File: src/rtl/sram_fifo_reader.sv
`default_nettype none
// ============================================================================
// Module   : sram_fifo_reader
// Purpose  : Pop-side reader for a BRAM-backed FIFO; hides the read latency
//            behind a credit-limited skid buffer and emits a valid/ready
//            stream. Define SRAM_FIFO_READER_PERF_EN to build the stall counter.
// Revision : 1.0
// ============================================================================
module sram_fifo_reader #(
    parameter int DATA_WIDTH   = 32,
    parameter int READ_LATENCY = 1
) (
    input  logic                  clk_i,
    input  logic                  rst_ni,
    input  logic                  flush_i,
    input  logic                  fifo_empty_i,
    output logic                  fifo_pop_o,
    input  logic [DATA_WIDTH-1:0] fifo_data_i,
    output logic                  valid_o,
    input  logic                  ready_i,
    output logic [DATA_WIDTH-1:0] data_o,
    output logic [31:0]           stall_cnt_o
);

    localparam int BUF_DEPTH = READ_LATENCY + 2;
    localparam int c_PTR_W   = $clog2(BUF_DEPTH);
    localparam int c_CNT_W   = $clog2(BUF_DEPTH + 1);
    localparam logic [c_PTR_W-1:0] c_LAST_PTR = c_PTR_W'(BUF_DEPTH - 1);
    localparam logic [7:0]         c_DEPTH8   = 8'(BUF_DEPTH);

    logic [READ_LATENCY-1:0] r_inflight;
    logic [READ_LATENCY-1:0] w_inflight_nxt;
    logic [DATA_WIDTH-1:0]   r_buf [BUF_DEPTH];
    logic [c_PTR_W-1:0]      r_rd_ptr;
    logic [c_PTR_W-1:0]      r_wr_ptr;
    logic [c_CNT_W-1:0]      r_cnt;
    logic                    r_flush_q;
    logic [7:0]              w_credit_used;
    logic                    w_pop;
    logic                    w_wr_en;
    logic                    w_hs;

    function automatic logic [c_PTR_W-1:0] f_next_ptr(input logic [c_PTR_W-1:0] p);
        return (p == c_LAST_PTR) ? '0 : p + c_PTR_W'(1);
    endfunction

    // Every outstanding pop already owns a buffer slot, so popping never depends on ready_i.
    always_comb begin
        w_credit_used = 8'(r_cnt);
        for (int i = 0; i < READ_LATENCY; i++) begin
            w_credit_used = w_credit_used + 8'(r_inflight[i]);
        end
    end

    assign w_pop      = !fifo_empty_i && !flush_i && !r_flush_q && (w_credit_used < c_DEPTH8);
    assign w_wr_en    = r_inflight[READ_LATENCY-1];
    assign valid_o    = (r_cnt != '0);
    assign w_hs       = valid_o && ready_i;
    assign data_o     = r_buf[r_rd_ptr];
    assign fifo_pop_o = w_pop;

    generate
        if (READ_LATENCY == 1) begin : g_shift_single
            assign w_inflight_nxt = w_pop;
        end else begin : g_shift_multi
            assign w_inflight_nxt = {r_inflight[READ_LATENCY-2:0], w_pop};
        end
    endgenerate

    always_ff @(posedge clk_i) begin
        if (!rst_ni) begin
            r_inflight <= '0;
            r_rd_ptr   <= '0;
            r_wr_ptr   <= '0;
            r_cnt      <= '0;
            r_flush_q  <= 1'b1;
            for (int i = 0; i < BUF_DEPTH; i++) begin
                r_buf[i] <= '0;
            end
        end else begin
            r_flush_q <= flush_i;
            if (flush_i) begin
                r_inflight <= '0;
                r_rd_ptr   <= '0;
                r_wr_ptr   <= '0;
                r_cnt      <= '0;
            end else begin
                r_inflight <= w_inflight_nxt;
                if (w_wr_en) begin
                    r_buf[r_wr_ptr] <= fifo_data_i;
                    r_wr_ptr        <= f_next_ptr(r_wr_ptr);
                end
                if (w_hs) begin
                    r_rd_ptr <= f_next_ptr(r_rd_ptr);
                end
                case ({w_wr_en, w_hs})
                    2'b10:   r_cnt <= r_cnt + c_CNT_W'(1);
                    2'b01:   r_cnt <= r_cnt - c_CNT_W'(1);
                    default: r_cnt <= r_cnt;
                endcase
            end
        end
    end

    always_ff @(posedge clk_i) begin
        if (rst_ni && !flush_i && w_wr_en && !w_hs) begin
            assert (r_cnt < c_CNT_W'(BUF_DEPTH));
        end
    end

`ifdef SRAM_FIFO_READER_PERF_EN
    logic [31:0] r_stall_cnt;

    // Survives flush on purpose: it measures consumer backpressure across the whole run.
    always_ff @(posedge clk_i) begin
        if (!rst_ni) begin
            r_stall_cnt <= '0;
        end else if (valid_o && !ready_i && (r_stall_cnt != 32'hFFFF_FFFF)) begin
            r_stall_cnt <= r_stall_cnt + 32'd1;
        end
    end

    assign stall_cnt_o = r_stall_cnt;
`else
    assign stall_cnt_o = 32'h0;
`endif

endmodule
`default_nettype wire

File: config.mk
export PLATFORM = sky130hd
export DESIGN_NAME = sram_fifo_reader
export DESIGN_NICKNAME = d
export VERILOG_FILES = /design/src/rtl/sram_fifo_reader.sv
export SDC_FILE = /design/constraint.sdc
export NUM_CORES = 1
export LEC_CHECK = 0
export BUFFER_PORTS_ARGS = -buffer_cell sky130_fd_sc_hd__buf_2
export CAP_MARGIN = 10
export CORE_ASPECT_RATIO = 0.75
export CORE_MARGIN = 2
export CORE_UTILIZATION = 40
export DETAILED_ROUTE_END_ITERATION = 8
export GPL_ROUTABILITY_DRIVEN = 0
export PLACE_DENSITY = 0.69
export SLEW_MARGIN = 20
export SYNTH_ARGS = -nofsm -noshare
export SYNTH_HDL_FRONTEND = slang
export SYNTH_SLANG_ARGS = --single-unit
export TNS_END_PERCENT = 30
File: constraint.sdc
create_clock -name clk_i -period 5.3 [get_ports clk_i]
set_input_delay 1.06 -clock clk_i [delete_from_list [all_inputs] [get_ports clk_i]]
set_output_delay 1.06 -clock clk_i [all_outputs]
set_load 0.05 [all_outputs]
==> results of run 1 <==
stage by stage:
step | hold WS, ns | instance area (sq um) | util, % | total power [uW]
2_1_floorplan | 0.4513 | 6087 | - | 1377
3_3_place_gp | 0.4636 | 6412 | 44.07 | 1400
3_5_place_dp | 0.4747 | 6412 | 44.07 | 1404
4_1_cts | 0.4833 | 6930 | 47.64 | 2438
5_1_grt | 0.5097 | 6950 | 47.77 | 2496
6_report | 0.4827 | 6953 | 47.79 | 2420
area by class of cell:
cell class,count,area [sq um],area share (%)
flip-flops and latches,138,4046,58.20
well taps,200,250.2,3.599
diodes,1,2.502,0.03599
inverters,2,7.507,0.1080
clock buffers,20,436.7,6.280
multi-input cells,194,1720,24.74
clock inverters,11,81.33,1.170
repair buffers,76,407.9,5.866
kinds of logic after synthesis:
family,count (synthesis)
AND/OR/NAND/NOR,116
adder cells (fa/ha/maj),3
AO/OA/AOI/OAI,9
XOR/XNOR,2
flip-flops,138
buffers and inverters,51
other,1
multiplexers,32
critical path, stage by stage (launching register included):
cell and delay, ns:
dfxtp_2 0.85, buf_4 0.39, mux4_2 0.57, buf_2 0.23
flip-flops by register name (all words and copies together), names as in the netlist, named ones only:
register and flops:
r_cnt 2, r_rd_ptr 2, r_flush_q 1, r_inflight 1
r_wr_ptr 2, r_buf 128
cells in the final DEF (no fill, tap or decap), types with 4 or more instances in the layout:
cell type and instances:
dfxtp_1 8, clkbuf_16 17, and2_1 86, buf_4 5, buf_2 70, mux4_2 32, conb_1 32, clkinv_2 5
a21oi_1 4, nand2_1 4, and2_2 11, edfxtp_1 128
power groups by stage:
stage / registers [uW] / logic [uW] / clock network (uW)
2_1_floorplan: 1240 / 135 / 0
3_3_place_gp: 1240 / 157 / 0
3_5_place_dp: 1240 / 159 / 0
4_1_cts: 1220 / 159 / 1060
5_1_grt: 1220 / 167 / 1110
6_report: 1220 / 158 / 1040
worst paths after layout:
check | startpoint | to | slack (ns) | cells past startpoint
worst max register to register | r_inflight | r_buf[0][4] | 3.07 | 4
worst min register to register | r_rd_ptr[1] | flop | 0.48 | 2
worst min-delay path | r_rd_ptr[1] | flop | 0.48 | 2
worst max-delay path | flop | data_o[3] | 1.76 | 3
routing by layer:
layer	share of wire [%]	track usage [%]	wire [microns]
met1	45	19.36	5048
met3	6.4	5.311	715
met4	1.2	5.042	132
met5	0.062	0	7
met2	48	24.93	5348
==> flow_summary.yaml, run 1 <==
routing:
  wire_per_inst_microns: 17.53
  vias_per_cell: 4.699
  drt_first_pass_iters: 4
  drtIter0Drc: 224
  antenna_left: 0
  vias: 3017
  drcViolationCount: 0
  wl_microns: 11250
clock_tree:
  clk_latency_ns: 0.41
  cts_resized: 0
  cts_tree: "done"
  cts_hold_buf: 0
  cts_buffers: 17
  post_cts_buffers: 0
  htreeDepth: 4
  clkSlewWorstSetupHoldPaths_ns: 0.05
  cts_sinks: 138
  cts.path.max_buffers: 2
  clockRootBuffer: "clkbuf_16"
finish:
  final_nets: 469
  drive_gt1_share_pct: 35.37
  fillers: 1270
  synthToLayoutAreaGrowth_pct: 16.45
  layoutNonFillerInstCount: 642
floorplanning:
  die_h_microns: 109.8
  dieWidth_microns: 145.1
  rows: 38
  start_util_pct: 41.04
  die_area_sq_mm: 0.01593
  ios: 103
  fp.coreArea_sq_mm: 0.01455
timing:
  min_period_over_period_pct: 66.70
  skew_ns: 0.007617
  timing.slew.headroom_pct: 40.35
  worst_slew_pin_slew_ns: 0.8948
  setup_violations: 0
  worst_slack_ns: 1.765
  tns_ns: 0
  period_needed_ns: 3.535
  rsz0062_at_grt: "no"
  final-hold-violation-count: 0
  max_freq_mhz: 282.9
  drv_slew: 0
hold_path:
  hold_path.class: "reg -> reg"
synth:
  synthXorXnorAreaFrac_pct: 0.2934
  synth_top_area_share_pct: 64.38
  syn_area_per_cell_sq_um: 16.96
  synth_edf_count: 128
  synth_compound_area_share_pct: 0.8173
  synth-async-reset-ratio_pct: 0
  yosysMostFrequentCell: "edfxtp_1"
  syn_inst: 352
  synth_cell_types: 33
  yosysTopAreaCell: "edfxtp_1"
  ys_top_cells_by_count: "edfxtp_1, and2_1, buf_4, mux4_2, and2_2"
  yosys-top-cells-area: "edfxtp_1, mux4_2, and2_1"
  synth.cell_area_sq_mm: 0.005971
  synth_top_family_by_area: "simple AND/OR/NAND/NOR gates"
  synth_seq_area_share_pct: 67.73
  synth_ff_type: "edfxtp_1"
  synth_fa_ha_area_share_pct: 0.6287
  muxShareOfSynthArea_pct: 12.07
  ys_ff_latch: 138
  synthSimpleGateAreaFrac_pct: 12.66
  yosys_warnings: 0
critical_path:
  crit_type: "reg -> out"
  path_max_fanout: 21
  end_kind: "output port"
  crit_path_start_kind: "flop"
  critPathRequiredTime_ns: 4.24
  worstPathArrival_ns: 2.48
grt:
  grt.total_usage_pct: 15.25
  grt_pass1_vias: 3256
  antenna_found_initial: 2
  grt_pass1_wl_microns: 17760
  grt_overflow_total: 0
  grt_max_degree: 35
power_and_ir_drop:
  p_int_uw: 1878
  swShare_pct: 22.38
  clkPwrFrac_pct: 43.0
  p_sw_uw: 541.5
  combPwrFrac_pct: 6.5
  power_density_mw_per_mm2: 348.0
  peakVddDrop_v: 0.0002225
  power.leakage_uw: 0.002600
  seq_power_share_pct: 50.5
place:
  dp_slack_ns: 2.071
  portBuffers: 70
  placed_cells: 609
  dp_hpwl_microns: 6579
flow_run:
  max_cap_viol_count: 0
run_status:
  status: "complete, no violations"
(Power assumes the default switching activity.)
==> run 2: changes to the inputs <==
--- a/config.mk
+++ b/config.mk
@@ -12,7 +12,7 @@
 export CORE_UTILIZATION = 40
 export DETAILED_ROUTE_END_ITERATION = 8
 export GPL_ROUTABILITY_DRIVEN = 0
-export PLACE_DENSITY = 0.69
+export PLACE_DENSITY = 0.71
 export SLEW_MARGIN = 20
 export SYNTH_ARGS = -nofsm -noshare
 export SYNTH_HDL_FRONTEND = slang
==> constraint.sdc (replaced) <==
create_clock -name clk_i -period 3.1 [get_ports clk_i]
set_input_delay 0.62 -clock clk_i [delete_from_list [all_inputs] [get_ports clk_i]]
set_output_delay 0.62 -clock clk_i [all_outputs]
set_load 0.05 [all_outputs]
==> flow_summary.yaml, run 2 (synthesis gave the netlist of run 1 again) <==
finish:
  final_nets: 474
  largest_reg_flops: 128
  drive_gt1_share_pct: 37.36
  final_common_cell: "edfxtp_1"
  num_antenna_cells: 0
  multi_input_area_sq_mm: 0.001720
  synthToLayoutAreaGrowth_pct: 19.15
  largest-register: "r_buf"
  fillers: 1245
  layout.cells.most_common_list: "edfxtp_1, and2_1, buf_2, mux4_2, conb_1"
  seqCellArea_sq_mm: 0.004046
routing:
  wl_microns: 11290
  antenna_left: 0
  wire_per_inst_microns: 17.45
  drt_first_pass_iters: 4
  drtIter0Drc: 126
  drcViolationCount: 0
  vias: 3051
  vias_per_cell: 4.716
critical_path:
  max_stage_delay_ns: 0.39
  crit_type: "reg -> out"
  critPathRequiredTime_ns: 2.48
  slowest_stage: "or4_1"
  path_common_cell: "ha_1"
  crit_path_start_kind: "flop"
  worstPathArrival_ns: 2.00
  path_buf_inv: 1
  end_kind: "output port"
  crit_chain: "ha_1, ha_1, or4_1, a21oi_1, buf_2"
  path_delay_family: "adder cells"
  path_max_fanout: 5
grt:
  grt_pass1_vias: 3172
  grt_max_degree: 34
  grt_overflow_total: 0
  grt.total_usage_pct: 14.96
  grt_pass1_wl_microns: 17440
  antenna_found_initial: 0
clock_tree:
  clkSlewWorstSetupHoldPaths_ns: 0.06
  post_cts_buffers: 0
  clk_latency_ns: 0.41
  cts_hold_buf: 0
  htreeDepth: 4
  cts.path.max_buffers: 2
  cts_sinks: 138
  cts_tree: "done"
  cts_buffers: 17
  clockRootBuffer: "clkbuf_16"
  cts_resized: 0
timing:
  rsz0062_at_grt: "no"
  period_needed_ns: 2.619
  setup_violations: 0
  final-hold-violation-count: 0
  tns_ns: 0
  worst_slew_pin_slew_ns: 0.5777
  drv_slew: 0
  min_period_over_period_pct: 84.47
  timing.slew.headroom_pct: 61.49
  skew_ns: 0.007237
  max_freq_mhz: 381.9
  whs_ns: 0.4072
flow_run:
  max_cap_viol_count: 0
run_status:
  status: "complete, no violations"
floorplanning:
  start_util_pct: 41.04
  fp.coreArea_sq_mm: 0.01455
  rows: 38
  die_area_sq_mm: 0.01593
  ios: 103
  dieWidth_microns: 145.1
  die_h_microns: 109.8
power_and_ir_drop:
  power.leakage_uw: 0.002674
  p_int_uw: 3335
  p_sw_uw: 1033
  peakVddDrop_v: 0.0004116
  power_density_mw_per_mm2: 614.0
  seq_power_share_pct: 47.8
  combPwrFrac_pct: 6.4
  clkPwrFrac_pct: 45.9
  total_power_uw: 4368
  swShare_pct: 23.66
place:
  portBuffers: 70
  dp_hpwl_microns: 6918
hold_path:
  hold_path.class: "in -> reg"
## run 2: cell count changes in the layout (fill, tap and decap cells not counted), moves of 2 or more
cell | previous run | this run
inv_6 | 0 | 2
buf_12 | 1 | 5
clkinv_4 | 0 | 7
clkinv_2 | 5 | 0
clkbuf_1 | 3 | 0
clkinv_1 | 3 | 1
## run 2: worst paths after layout
check	from	to	slack [ns]	depth (start not counted)
min reg2reg	r_rd_ptr[0]	flop	0.48	2
max	r_inflight	fifo_pop_o	0.48	5
min	fifo_data_i[14]	r_buf[3][14]	0.41	1
max reg2reg	r_wr_ptr[0]	r_buf[1][29]	1.26	3
## run 2: power by group through the flow
stage               clock, uW  sequential [uW]  combinational (uW)
detailed placement          0             2130                 281
finish                   2000             2090                 279
CTS                      2040             2090                 282
floorplan                   0             2120                 231
global route             2120             2090                 294
global placement            0             2120                 277
## run 2: per-layer routing
layer	global-route usage, %	wire length (microns)	vias up
met3	5.311	662	2
li1	-	-	1407
met2	24.32	5550	98
met4	3.852	17	0
met5	0	0	-
met1	19.43	5057	1544
## run 2: worst register-to-register path: stages (launching register included)
cell      delay [ns]
dfxtp_1         0.44
nand3b_1        0.30
o21ai_4         0.53
buf_12          0.25
## run 2: cell type report
cell class | count | area share (%)
Sequential cell | 138 | 56.88
Tap cell | 200 | 3.517
Timing Repair Buffer | 81 | 6.964
Clock inverter | 15 | 2.374
Clock buffer | 17 | 5.980
Multi-Input combinational cell | 194 | 24.18
Inverter | 2 | 0.1055
## run 2: metrics by stage
step,setup WS [ns],cells,util (%),area [sq um]
after detailed placement,0.7951,615,44.81,6520
after global routing,0.3829,647,48.90,7114
final,0.4813,647,48.90,7114
after global placement,0.7996,615,44.81,6520
after CTS,0.4658,647,48.90,7114
after floorplan,0.3319,383,-,6087
